**src/rtl/mips32_pkg.sv**
```systemverilog
// ---------------------------------------------------------------------------
// mips32_pkg
//
// Shared definitions for the MIPS32 core front end:
//   - primary opcode and function-field constants used by fetch and decode
//   - default reset PC
//   - fetch-stage state encoding
//   - helper for the branch displacement (sign-extended, word-scaled)
// ---------------------------------------------------------------------------
package mips32_pkg;

   // Primary opcode field, instruction[31:26]
   localparam logic [5:0] OP_RTYPE = 6'b000000;
   localparam logic [5:0] OP_J     = 6'b000010;
   localparam logic [5:0] OP_JAL   = 6'b000011;
   localparam logic [5:0] OP_BEQ   = 6'b000100;
   localparam logic [5:0] OP_BNE   = 6'b000101;
   localparam logic [5:0] OP_LW    = 6'b100011;
   localparam logic [5:0] OP_SW    = 6'b101011;

   // Function field, instruction[5:0], for R-type instructions
   localparam logic [5:0] FUNCT_JR = 6'b001000;

   // PC loaded on reset; must be word-aligned
   localparam logic [31:0] RESET_PC_DEFAULT = 32'h0000_0000;

   // Fetch-stage states
   typedef enum logic [1:0] {
      S_IDLE = 2'd0,
      S_REQ  = 2'd1,
      S_EXEC = 2'd2,
      S_ERR  = 2'd3
   } fetch_state_t;

   // Branch displacement: 16-bit immediate sign-extended and scaled to bytes
   function automatic logic [31:0] branch_offset(input logic [15:0] imm);
      return {{14{imm[15]}}, imm, 2'b00};
   endfunction

endpackage : mips32_pkg

```
**src/rtl/npc_calc.sv**
```systemverilog
// ---------------------------------------------------------------------------
// npc_calc
//
// Purely combinational next-PC selection for the fetch stage.
//
// Ports:
//   pc           in   32  current PC
//   instr_field  in   26  instruction[25:0] (jump target / branch immediate)
//   Read_data_1  in   32  rs value, used as the jr target
//   Branch       in    1  beq from control
//   nBranch      in    1  bne from control
//   Jmp          in    1  j from control
//   Jal          in    1  jal from control
//   Jrn          in    1  jr from control
//   Zero         in    1  ALU equality flag
//   PC_plus_4    out  32  pc + 4, modulo 2^32
//   npc          out  32  selected next PC
//   misaligned   out   1  jr selected with a target that is not word-aligned
//
// Priority when several control lines are active: jr, then j/jal, then a
// taken branch, then sequential.
// ---------------------------------------------------------------------------
module npc_calc
   import mips32_pkg::*;
(
   input  logic [31:0] pc,
   input  logic [25:0] instr_field,
   input  logic [31:0] Read_data_1,
   input  logic        Branch,
   input  logic        nBranch,
   input  logic        Jmp,
   input  logic        Jal,
   input  logic        Jrn,
   input  logic        Zero,
   output logic [31:0] PC_plus_4,
   output logic [31:0] npc,
   output logic        misaligned
);

   logic        taken;
   logic [31:0] jump_target;
   logic [31:0] branch_target;

   // Candidate targets. The jump target keeps the upper nibble of the
   // sequential PC, so jumps stay inside the current 256 MB region. Branch
   // arithmetic wraps at 32 bits by construction.
   always_comb begin
      PC_plus_4     = pc + 32'd4;
      jump_target   = {PC_plus_4[31:28], instr_field, 2'b00};
      branch_target = PC_plus_4 + branch_offset(instr_field[15:0]);
      taken         = (Branch & Zero) | (nBranch & ~Zero);
   end

   // Priority select. The misaligned flag only matters when jr wins; the
   // caller uses it to hold the PC and trap instead of taking npc.
   always_comb begin
      npc        = PC_plus_4;
      misaligned = 1'b0;
      if (Jrn) begin
         npc        = Read_data_1;
         misaligned = (Read_data_1[1:0] != 2'b00);
      end else if (Jmp || Jal) begin
         npc = jump_target;
      end else if (taken) begin
         npc = branch_target;
      end
   end

endmodule : npc_calc

```
**src/rtl/ifetch_unit.sv**
```systemverilog
// ---------------------------------------------------------------------------
// ifetch_unit
//
// Instruction-fetch stage of the MIPS32 core. Owns the PC, fetches one
// instruction word at a time over a req/ack handshake (memory latency may
// vary), holds it for the decoder, and advances the PC when the datapath
// commits the instruction.
//
// Ports:
//   clock            in   1   rising-edge clock
//   reset            in   1   asynchronous, active-low reset
//   imem_req         out  1   fetch request (asserted for the whole S_REQ)
//   imem_addr        out  32  fetch address, always equal to pc
//   imem_ack         in   1   memory response; imem_rdata valid this cycle
//   imem_rdata       in   32  fetched instruction word
//   instruction      out  32  held instruction
//   Opcode           out  6   instruction[31:26]
//   Function_opcode  out  6   instruction[5:0]
//   inst_valid       out  1   instruction held, decoder/datapath may act
//   commit           in   1   datapath done; advance the PC
//   Branch/nBranch/Jmp/Jal/Jrn  in 1  control-decoder outputs
//   Zero             in   1   ALU equality flag
//   Read_data_1      in   32  rs value, jr target
//   pc               out  32  current PC
//   PC_plus_4        out  32  pc + 4, modulo 2^32
//   link_addr        out  32  return address captured on jal
//   addr_err         out  1   sticky: jr target misaligned
// ---------------------------------------------------------------------------
module ifetch_unit
   import mips32_pkg::*;
#(
   parameter logic [31:0] RESET_PC = RESET_PC_DEFAULT
) (
   input  logic        clock,
   input  logic        reset,
   output logic        imem_req,
   output logic [31:0] imem_addr,
   input  logic        imem_ack,
   input  logic [31:0] imem_rdata,
   output logic [31:0] instruction,
   output logic [5:0]  Opcode,
   output logic [5:0]  Function_opcode,
   output logic        inst_valid,
   input  logic        commit,
   input  logic        Branch,
   input  logic        nBranch,
   input  logic        Jmp,
   input  logic        Jal,
   input  logic        Jrn,
   input  logic        Zero,
   input  logic [31:0] Read_data_1,
   output logic [31:0] pc,
   output logic [31:0] PC_plus_4,
   output logic [31:0] link_addr,
   output logic        addr_err
);

   fetch_state_t state;
   fetch_state_t next_state;

   logic [31:0] pc_q;
   logic [31:0] instruction_q;
   logic [31:0] link_q;
   logic [31:0] npc;
   logic        misaligned;

   logic        fetch_done;
   logic        commit_ok;
   logic        commit_trap;

   npc_calc u_npc_calc (
      .pc          (pc_q),
      .instr_field (instruction_q[25:0]),
      .Read_data_1 (Read_data_1),
      .Branch      (Branch),
      .nBranch     (nBranch),
      .Jmp         (Jmp),
      .Jal         (Jal),
      .Jrn         (Jrn),
      .Zero        (Zero),
      .PC_plus_4   (PC_plus_4),
      .npc         (npc),
      .misaligned  (misaligned)
   );

   // Qualified handshake events. ack and commit are only meaningful in
   // their own state; a stray pulse elsewhere must not move anything.
   // A commit whose jr target is misaligned traps instead of advancing.
   always_comb begin
      fetch_done  = (state == S_REQ)  && imem_ack;
      commit_ok   = (state == S_EXEC) && commit && !misaligned;
      commit_trap = (state == S_EXEC) && commit &&  misaligned;
   end

   // State register. Reset aborts any fetch or execute in flight; an ack
   // that arrives while reset is held is simply never seen.
   always_ff @(posedge clock or negedge reset) begin
      if (!reset) begin
         state <= S_IDLE;
      end else begin
         state <= next_state;
      end
   end

   // Next-state logic. S_REQ waits indefinitely for the memory; S_ERR is
   // only left through reset.
   always_comb begin
      next_state = state;
      unique case (state)
         S_IDLE: next_state = S_REQ;
         S_REQ: begin
            if (fetch_done) begin
               next_state = S_EXEC;
            end
         end
         S_EXEC: begin
            if (commit_trap) begin
               next_state = S_ERR;
            end else if (commit_ok) begin
               next_state = S_REQ;
            end
         end
         S_ERR:   next_state = S_ERR;
         default: next_state = S_IDLE;
      endcase
   end

   // Datapath registers. The instruction is captured on the accepted ack
   // and stays stable through S_EXEC (and through S_ERR for debug). The PC
   // only moves on a clean commit; the link register only on a jal commit.
   always_ff @(posedge clock or negedge reset) begin
      if (!reset) begin
         pc_q          <= RESET_PC;
         instruction_q <= '0;
         link_q        <= '0;
      end else begin
         if (fetch_done) begin
            instruction_q <= imem_rdata;
         end
         if (commit_ok) begin
            pc_q <= npc;
            if (Jal) begin
               link_q <= PC_plus_4;
            end
         end
      end
   end

   // Outputs. Handshake and valid flags decode from the state register
   // only, so there is no combinational path from any input to them.
   always_comb begin
      imem_req        = (state == S_REQ);
      inst_valid      = (state == S_EXEC);
      addr_err        = (state == S_ERR);
      pc              = pc_q;
      imem_addr       = pc_q;
      instruction     = instruction_q;
      Opcode          = instruction_q[31:26];
      Function_opcode = instruction_q[5:0];
      link_addr       = link_q;
   end

endmodule : ifetch_unit

```
**config.mk**
```make
export PLATFORM = sky130hd
export DESIGN_NAME = ifetch_unit
export DESIGN_NICKNAME = d
export VERILOG_FILES = /design/src/rtl/mips32_pkg.sv /design/src/rtl/npc_calc.sv /design/src/rtl/ifetch_unit.sv
export SDC_FILE = /design/constraint.sdc
export NUM_CORES = 1
export LEC_CHECK = 0
export ABC_AREA = 1
export BUFFER_PORTS_ARGS = -buffer_cell sky130_fd_sc_hd__buf_4
export CORE_ASPECT_RATIO = 0.9
export CORE_MARGIN = 1.5
export CORE_UTILIZATION = 50
export DETAILED_ROUTE_END_ITERATION = 8
export PLACE_DENSITY = 0.81
export SLEW_MARGIN = 40
export SYNTH_ARGS = -nofsm -noshare
export SYNTH_HDL_FRONTEND = slang
export SYNTH_SLANG_ARGS = --single-unit
```
**constraint.sdc**
```tcl
create_clock -name clock -period 3.86 [get_ports clock]
set_input_delay 0.386 -clock clock [delete_from_list [all_inputs] [get_ports clock]]
set_output_delay 0.386 -clock clock [all_outputs]
set_load 0.02 [all_outputs]
```
==> impl_metrics.toml, run 1 <==
[setup_path]
reg2reg_to = "imem_addr[20]$_DFFE_PN0P_"
reg2reg_from = "imem_addr[2]$_DFFE_PN0P_"
worstPathArrival_ns = 3.86
reg2reg_slack_ns = 0.25
worst-path-max-fanout = 7
required_ns = 4.12
r2r_cells = 18
end_kind = "register"
startpoint_type = "register"
crit_type = "register to register"

[detailed_routing]
drt_pass1_iterations = 5
viasPerCell = 5.37
detail-route-antenna-nets = 0
drc = 0
routed_wl_microns = 28200
vias = 8624
routedWlPerCell_microns = 17.6
first_iter_violations = 846

[sta]
grt_setup_unrepaired = "false"
worstMarginPinSlew_ns = 0.814
clock_skew_ns = 0.00786
relSlewSlack = 0.456
setup_tns_ns = 0
hold_viol = 0
setup_viol = 0
slew_violations = 0
max_freq_ghz = 0.277
fin_crit_ns = 3.61
fin_crit_sh = 0.934

[cts]
clk_path_buf_depth = 2
numClockSinks = 98
cts_tree = "built"
cts-root-buf = "clkbuf_16"
cts_buffers = 9
insertion_delay_ns = 0.36
cts_hold_buffers = 0
clk_pin_slew_ns = 0.07
htree_levels = 3

[pwr]
p_int_mw = 4.67
ir_drop_mv = 0.495
p_leak_nw = 5.59
p_switching_mw = 5.61
pwr-share-seq = 0.210
fin_total_pwr_mw = 10.3
p_per_area_nw_per_um2 = 1020
p_comb_frac = 0.700
clkPwrFrac = 0.090
swShare = 0.546

[flow_run]
max-cap-violations = 0

[global_route]
overflow = 0
grt_first_pass_wirelength_microns = 42100
antenna_found_initial = 0
grt_max_degree = 56
grt_usage = 0.338
grt_pass1_vias = 7658

[layout]
stdcell_count = 1606
synthToLayoutAreaGrowth_pct = 26.2
antennaDiodeCount = 0
nets = 1510
design_area_sq_um = 10100
drive_gt1_frac = 0.262

[placement]
io_buffer_count = 248
place_congestion = 0.970
place_inst = 1590
postPlaceCellArea_sq_um = 9770
dp_hpwl_microns = 22700

[die]
start_util = 0.515
ios = 249
die_height_microns = 123
die-area_sq_um = 16700
rows = 43
die_w_microns = 136
design.core.area_sq_um = 15500

[logic_synthesis]
synth_seq_cells = 98
synth_area_sq_um = 7980
synth_warnings = 0
syn_nets = 1305
postSynthAreaPerCell_sq_um = 6.68
postSynthCellCount = 1194
post_synth_num_cell_types = 44
yosysSeqAreaShare = 0.307

[hold_path]
hold_class = "input pin to async pin"

[run_status]
run_status = "completed"
## how the worst max path moves through the flow
stage	to	slack, ns	startpoint
after floorplan	imem_addr[29]$_DFFE_PN0P_	0.82	imem_addr[2]$_DFFE_PN0P_
after global placement	imem_addr[20]$_DFFE_PN0P_	0.26	imem_addr[2]$_DFFE_PN0P_
after detailed placement	imem_addr[20]$_DFFE_PN0P_	0.22	imem_addr[2]$_DFFE_PN0P_
after CTS	imem_addr[20]$_DFFE_PN0P_	0.19	imem_addr[2]$_DFFE_PN0P_
after global routing	imem_addr[28]$_DFFE_PN0P_	0.02	imem_addr[2]$_DFFE_PN0P_
final	imem_addr[20]$_DFFE_PN0P_	0.25	imem_addr[2]$_DFFE_PN0P_
## layer usage
metal,vias to the layer above,routed length (microns),track usage,share of wire
met1,3943,12300,0.476,0.43
met2,493,12000,0.507,0.43
met4,0,877,0.130,0.031
met5,-,0,0,0
li1,4138,-,-,-
met3,50,3080,0.0715,0.11
## cell usage after synthesis (all sizes together)
cell type | n | share of area
dfrtp | 98 | 0.31
o221ai | 3 | 0.0033
nor2 | 124 | 0.068
a21o | 3 | 0.0028
buf | 58 | 0.051
nand3b | 6 | 0.0056
nand2 | 425 | 0.20
o21ai | 61 | 0.039
clkbuf | 13 | 0.0061
o21a | 1 | 0.00094
nand3 | 67 | 0.043
nor4 | 1 | 0.00078
inv | 150 | 0.071
mux2 | 30 | 0.042
xnor2 | 5 | 0.0064
and3 | 1 | 0.00078
a22o | 1 | 0.0011
xor2 | 9 | 0.013
o21bai | 6 | 0.0056
o22ai | 2 | 0.0016
a31o | 1 | 0.0011
fa | 1 | 0.0025
and2 | 3 | 0.0024
nand4 | 12 | 0.0094
clkinv | 1 | 0.00047
or2 | 8 | 0.0063
o211ai | 10 | 0.010
a21oi | 46 | 0.029
ha | 36 | 0.056
nor3 | 12 | 0.0096
## worst max-delay path: stages, from the launching register on
cell,delay [ns]
dfrtp_1,0.47
ha_1,0.28
inv_1,0.10
nor2_2,0.22
nand2_1,0.14
o21ai_1,0.43
inv_1,0.15
ha_1,0.40
nand2_1,0.12
nor2_1,0.29
nand3_1,0.15
nand3_1,0.23
nand3_1,0.13
nand3_1,0.09
nand2_1,0.05
nand3_1,0.08
nand2_1,0.06
nand2_1,0.06
nand2_1,0.05
## sequential cells by signal (all words and copies together) (netlist names)
name and count:
imem_addr 32, instruction 32, link_addr 32, state 2
## through the flow
stage / hold WS (ns) / setup slack [ns] / util
floorplan: 0.0904 / 0.816 / -
global placement: 0.421 / 0.260 / 0.630
detailed placement: 0.428 / 0.219 / 0.631
CTS: 0.0432 / 0.192 / 0.650
global route: 0.0595 / 0.0237 / 0.650
finish: 0.0276 / 0.255 / 0.650
## area by class of cell
| cell class | instances | area [sq um] |
|---|---|---|
| Clock buffer | 10 | 239 |
| Clock inverter | 6 | 60.1 |
| Fill cell | 1436 | 5420 |
| Inverter | 151 | 567 |
| Multi-Input combinational cell | 874 | 4510 |
| Sequential cell | 98 | 2450 |
| Tap cell | 202 | 253 |
| Timing Repair Buffer | 265 | 1990 |
## cells in the final DEF, fill, tap and decap left out, drive strengths merged, types with 5 or more instances in the layout
cell    netlist  layout
nand2       425     425
nand3        67      67
nor3         12      12
o21bai        6       6
mux2         30      30
buf          58     265
inv         150     152
nor2        124     124
o21ai        61      61
dfrtp        98      98
or2           8       8
o211ai       10      10
nand4        12      12
ha           36      36
xor2          9       9
clkbuf       13      10
a21oi        46      46
nand3b        6       6
xnor2         5       5
## cells by family after synthesis
logic type / count (synthesis) / share of synthesized area
and+or+nand+nor: 659 / 0.350
buffers and inverters: 222 / 0.128
AOI/OAI and AO/OA: 134 / 0.0941
DFF: 98 / 0.307
adders and majority gates: 37 / 0.0589
muxes: 30 / 0.0423
xor gates and xnor gates: 14 / 0.0191
## power by group through the flow
stage	sequential (mW)	clock (mW)	combinational, mW
2_1_floorplan	2.56	0	4.20
3_3_place_gp	2.13	0	7.04
3_5_place_dp	2.16	0	7.09
4_1_cts	2.14	0.940	7.12
5_1_grt	2.22	0.984	7.82
6_report	2.16	0.924	7.20
## what timing repair did
action | CTS | global route
endpoints found under the setup margin | 0 | 12
buffers inserted | 0 | 0
resized for setup | 0 | 2
Note: power is estimated with default switching activity, not from simulation.
==> run 2: changes to the inputs <==
--- a/config.mk
+++ b/config.mk
@@ -11,7 +11,7 @@
 export CORE_MARGIN = 1.5
 export CORE_UTILIZATION = 50
 export DETAILED_ROUTE_END_ITERATION = 8
-export PLACE_DENSITY = 0.81
+export PLACE_DENSITY = 0.78
 export SLEW_MARGIN = 40
 export SYNTH_ARGS = -nofsm -noshare
 export SYNTH_HDL_FRONTEND = slang
==> run 2 against run 1 <==
Against the previous run: clock skew is 0.0031 ns higher; first-iteration DRC count is 1.5% lower; total power is 0.83% higher; design area is 0.32% higher; critical path depth is 1 higher; clock power is 7.4% higher; largest power group unchanged.
==> impl_metrics.toml, run 2 (same netlist as run 1, synthesis figures left out) <==
[hold_path]
hold_class = "input pin to async pin"

[pwr]
ir_drop_mv = 0.507
swShare = 0.543
p_leak_nw = 5.61
clkPwrFrac = 0.096
pwr-share-seq = 0.207
p_per_area_nw_per_um2 = 1030
p_switching_mw = 5.63
p_comb_frac = 0.697
fin_total_pwr_mw = 10.4
p_int_mw = 4.74

[cts]
cts_buffers = 9
htree_levels = 3
numClockSinks = 98
clk_path_buf_depth = 2
cts-root-buf = "clkbuf_16"
cts_resized = 0
cts_tree = "built"
cts_hold_buffers = 0
clk_pin_slew_ns = 0.08
post_cts_buffers = 0
insertion_delay_ns = 0.36

[die]
rows = 43
start_util = 0.515
die_height_microns = 123
die_w_microns = 136
design.core.area_sq_um = 15500
die-area_sq_um = 16700
ios = 249

[detailed_routing]
first_iter_violations = 833
vias = 8616
drc = 0
routedWlPerCell_microns = 17.7
routed_wl_microns = 28500
drt_pass1_iterations = 5
detail-route-antenna-nets = 0
viasPerCell = 5.36

[setup_path]
slowest_delay_ns = 0.49
critPathTopFamily = "simple AND/OR/NAND/NOR gates"
crit_path_top_delay_cell = "dfrtp_1"
crit_type = "register to register"
worstPathArrival_ns = 3.98
worst-path-max-fanout = 7
path_buf_inv = 2
required_ns = 4.17
end_kind = "register"
startpoint_type = "register"
crit_top_cell = "nand2_1"
path_cells = "ha_1, inv_1, nor2_2, nand2_1, o21ai_0, inv_1, ha_1, nand2_1, nor2_1, nand3_1, nand3_1, nand2_1, nand3_1, nand2_1, nand2_1, nand2_1, nand2_1, nand2_1, nand2_1"

[global_route]
grt_first_pass_wirelength_microns = 43200
grt_max_degree = 56
overflow = 0
antenna_found_initial = 0
grt_pass1_vias = 7883
grt_usage = 0.344

[layout]
antennaDiodeCount = 0
drive_gt1_frac = 0.263
final_cell_mix = "414 x nand2_1, 266 x buf_4, 141 x inv_1"
final_common_cell = "nand2_1"
synthToLayoutAreaGrowth_pct = 26.6
fin_util = 0.652
fillers = 1419
design_area_sq_um = 10100
stdcell_count = 1607
nets = 1511

[sta]
clock_skew_ns = 0.0109
fin_ws_ns = 0.184
worstMarginPinSlew_ns = 0.795
fin_crit_sh = 0.952
slew_violations = 0
hold_viol = 0
setup_viol = 0
fin_crit_ns = 3.68
setup_tns_ns = 0
max_freq_ghz = 0.272
holdWs_ns = 0.00221
relSlewSlack = 0.469

[placement]
place_inst = 1591
pre_cts_ws_ns = 0.0812
postPlaceCellArea_sq_um = 9780
place_congestion = 1.01
io_buffer_count = 248
dp_hpwl_microns = 22900

[flow_run]
max-cap-violations = 0

[run_status]
run_status = "completed"
==> run 2: cell count changes in the layout (fill, tap and decap cells not counted) <==
cell,change
buf_4,+1
bufinv_16,+1
clkinv_4,+1
clkinvlp_4,-2
nand2_1,+1
nand2_2,-1
o21ai_0,+1
o21ai_1,-2
o21ai_2,+1
==> run 2: worst register-to-register path, cell delays in order, from the launching register on <==
cell,delay [ns]
dfrtp_1,0.49
ha_1,0.28
inv_1,0.10
nor2_2,0.24
nand2_1,0.14
o21ai_0,0.32
inv_1,0.16
ha_1,0.40
nand2_1,0.14
nor2_1,0.37
nand3_1,0.20
nand3_1,0.21
nand2_1,0.13
nand3_1,0.09
nand2_1,0.05
nand2_1,0.06
nand2_1,0.05
nand2_1,0.08
nand2_1,0.06
nand2_1,0.05
==> run 2: path summary, 6_finish.rpt <==
kind | startpoint | end | slack, ns | cells after the start
max | imem_addr[2]$_DFFE_PN0P_ | imem_addr[28]$_DFFE_PN0P_ | 0.18 | 19
min | reset | state[0]$_DFFE_PN0P_ | 0.002 | 1
max reg2reg | imem_addr[2]$_DFFE_PN0P_ | imem_addr[28]$_DFFE_PN0P_ | 0.18 | 19
min reg2reg | link_addr[16]$_DFFE_PN0P_ | link_addr[16]$_DFFE_PN0P_ | 0.48 | 2
max in group asynchronous | reset | link_addr[27]$_DFFE_PN0P_ | 3.04 | 2
min in group clock | imem_rdata[0] | instruction[0]$_DFFE_PN0P_ | 0.25 | 2
==> run 2: power by group through the flow <==
stage / sequential [mW] / clock (mW) / combinational, mW
global route: 2.21 / 1.04 / 7.91
finish: 2.15 / 0.992 / 7.23
floorplan: 2.56 / 0 / 4.20
detailed placement: 2.15 / 0 / 7.11
CTS: 2.13 / 1.01 / 7.14
global placement: 2.13 / 0 / 7.07
==> run 2: cell type report <==
| class | instances | area [sq um] | area share |
|---|---|---|---|
| Clock inverter | 6 | 83.8 | 0.00830 |
| Tap cell | 202 | 253 | 0.0250 |
| Sequential cell | 98 | 2450 | 0.243 |
| Inverter | 151 | 567 | 0.0561 |
| Clock buffer | 10 | 239 | 0.0237 |
| Multi-Input combinational cell | 874 | 4510 | 0.447 |
| Timing Repair Buffer | 266 | 2000 | 0.198 |
==> run 2: metal layers <==
layer	up-vias	routed length [microns]	track usage
li1	4152	-	-
met1	3988	12700	0.489
met2	427	12300	0.515
met3	49	2780	0.0785
met4	0	750	0.119
met5	-	0	0
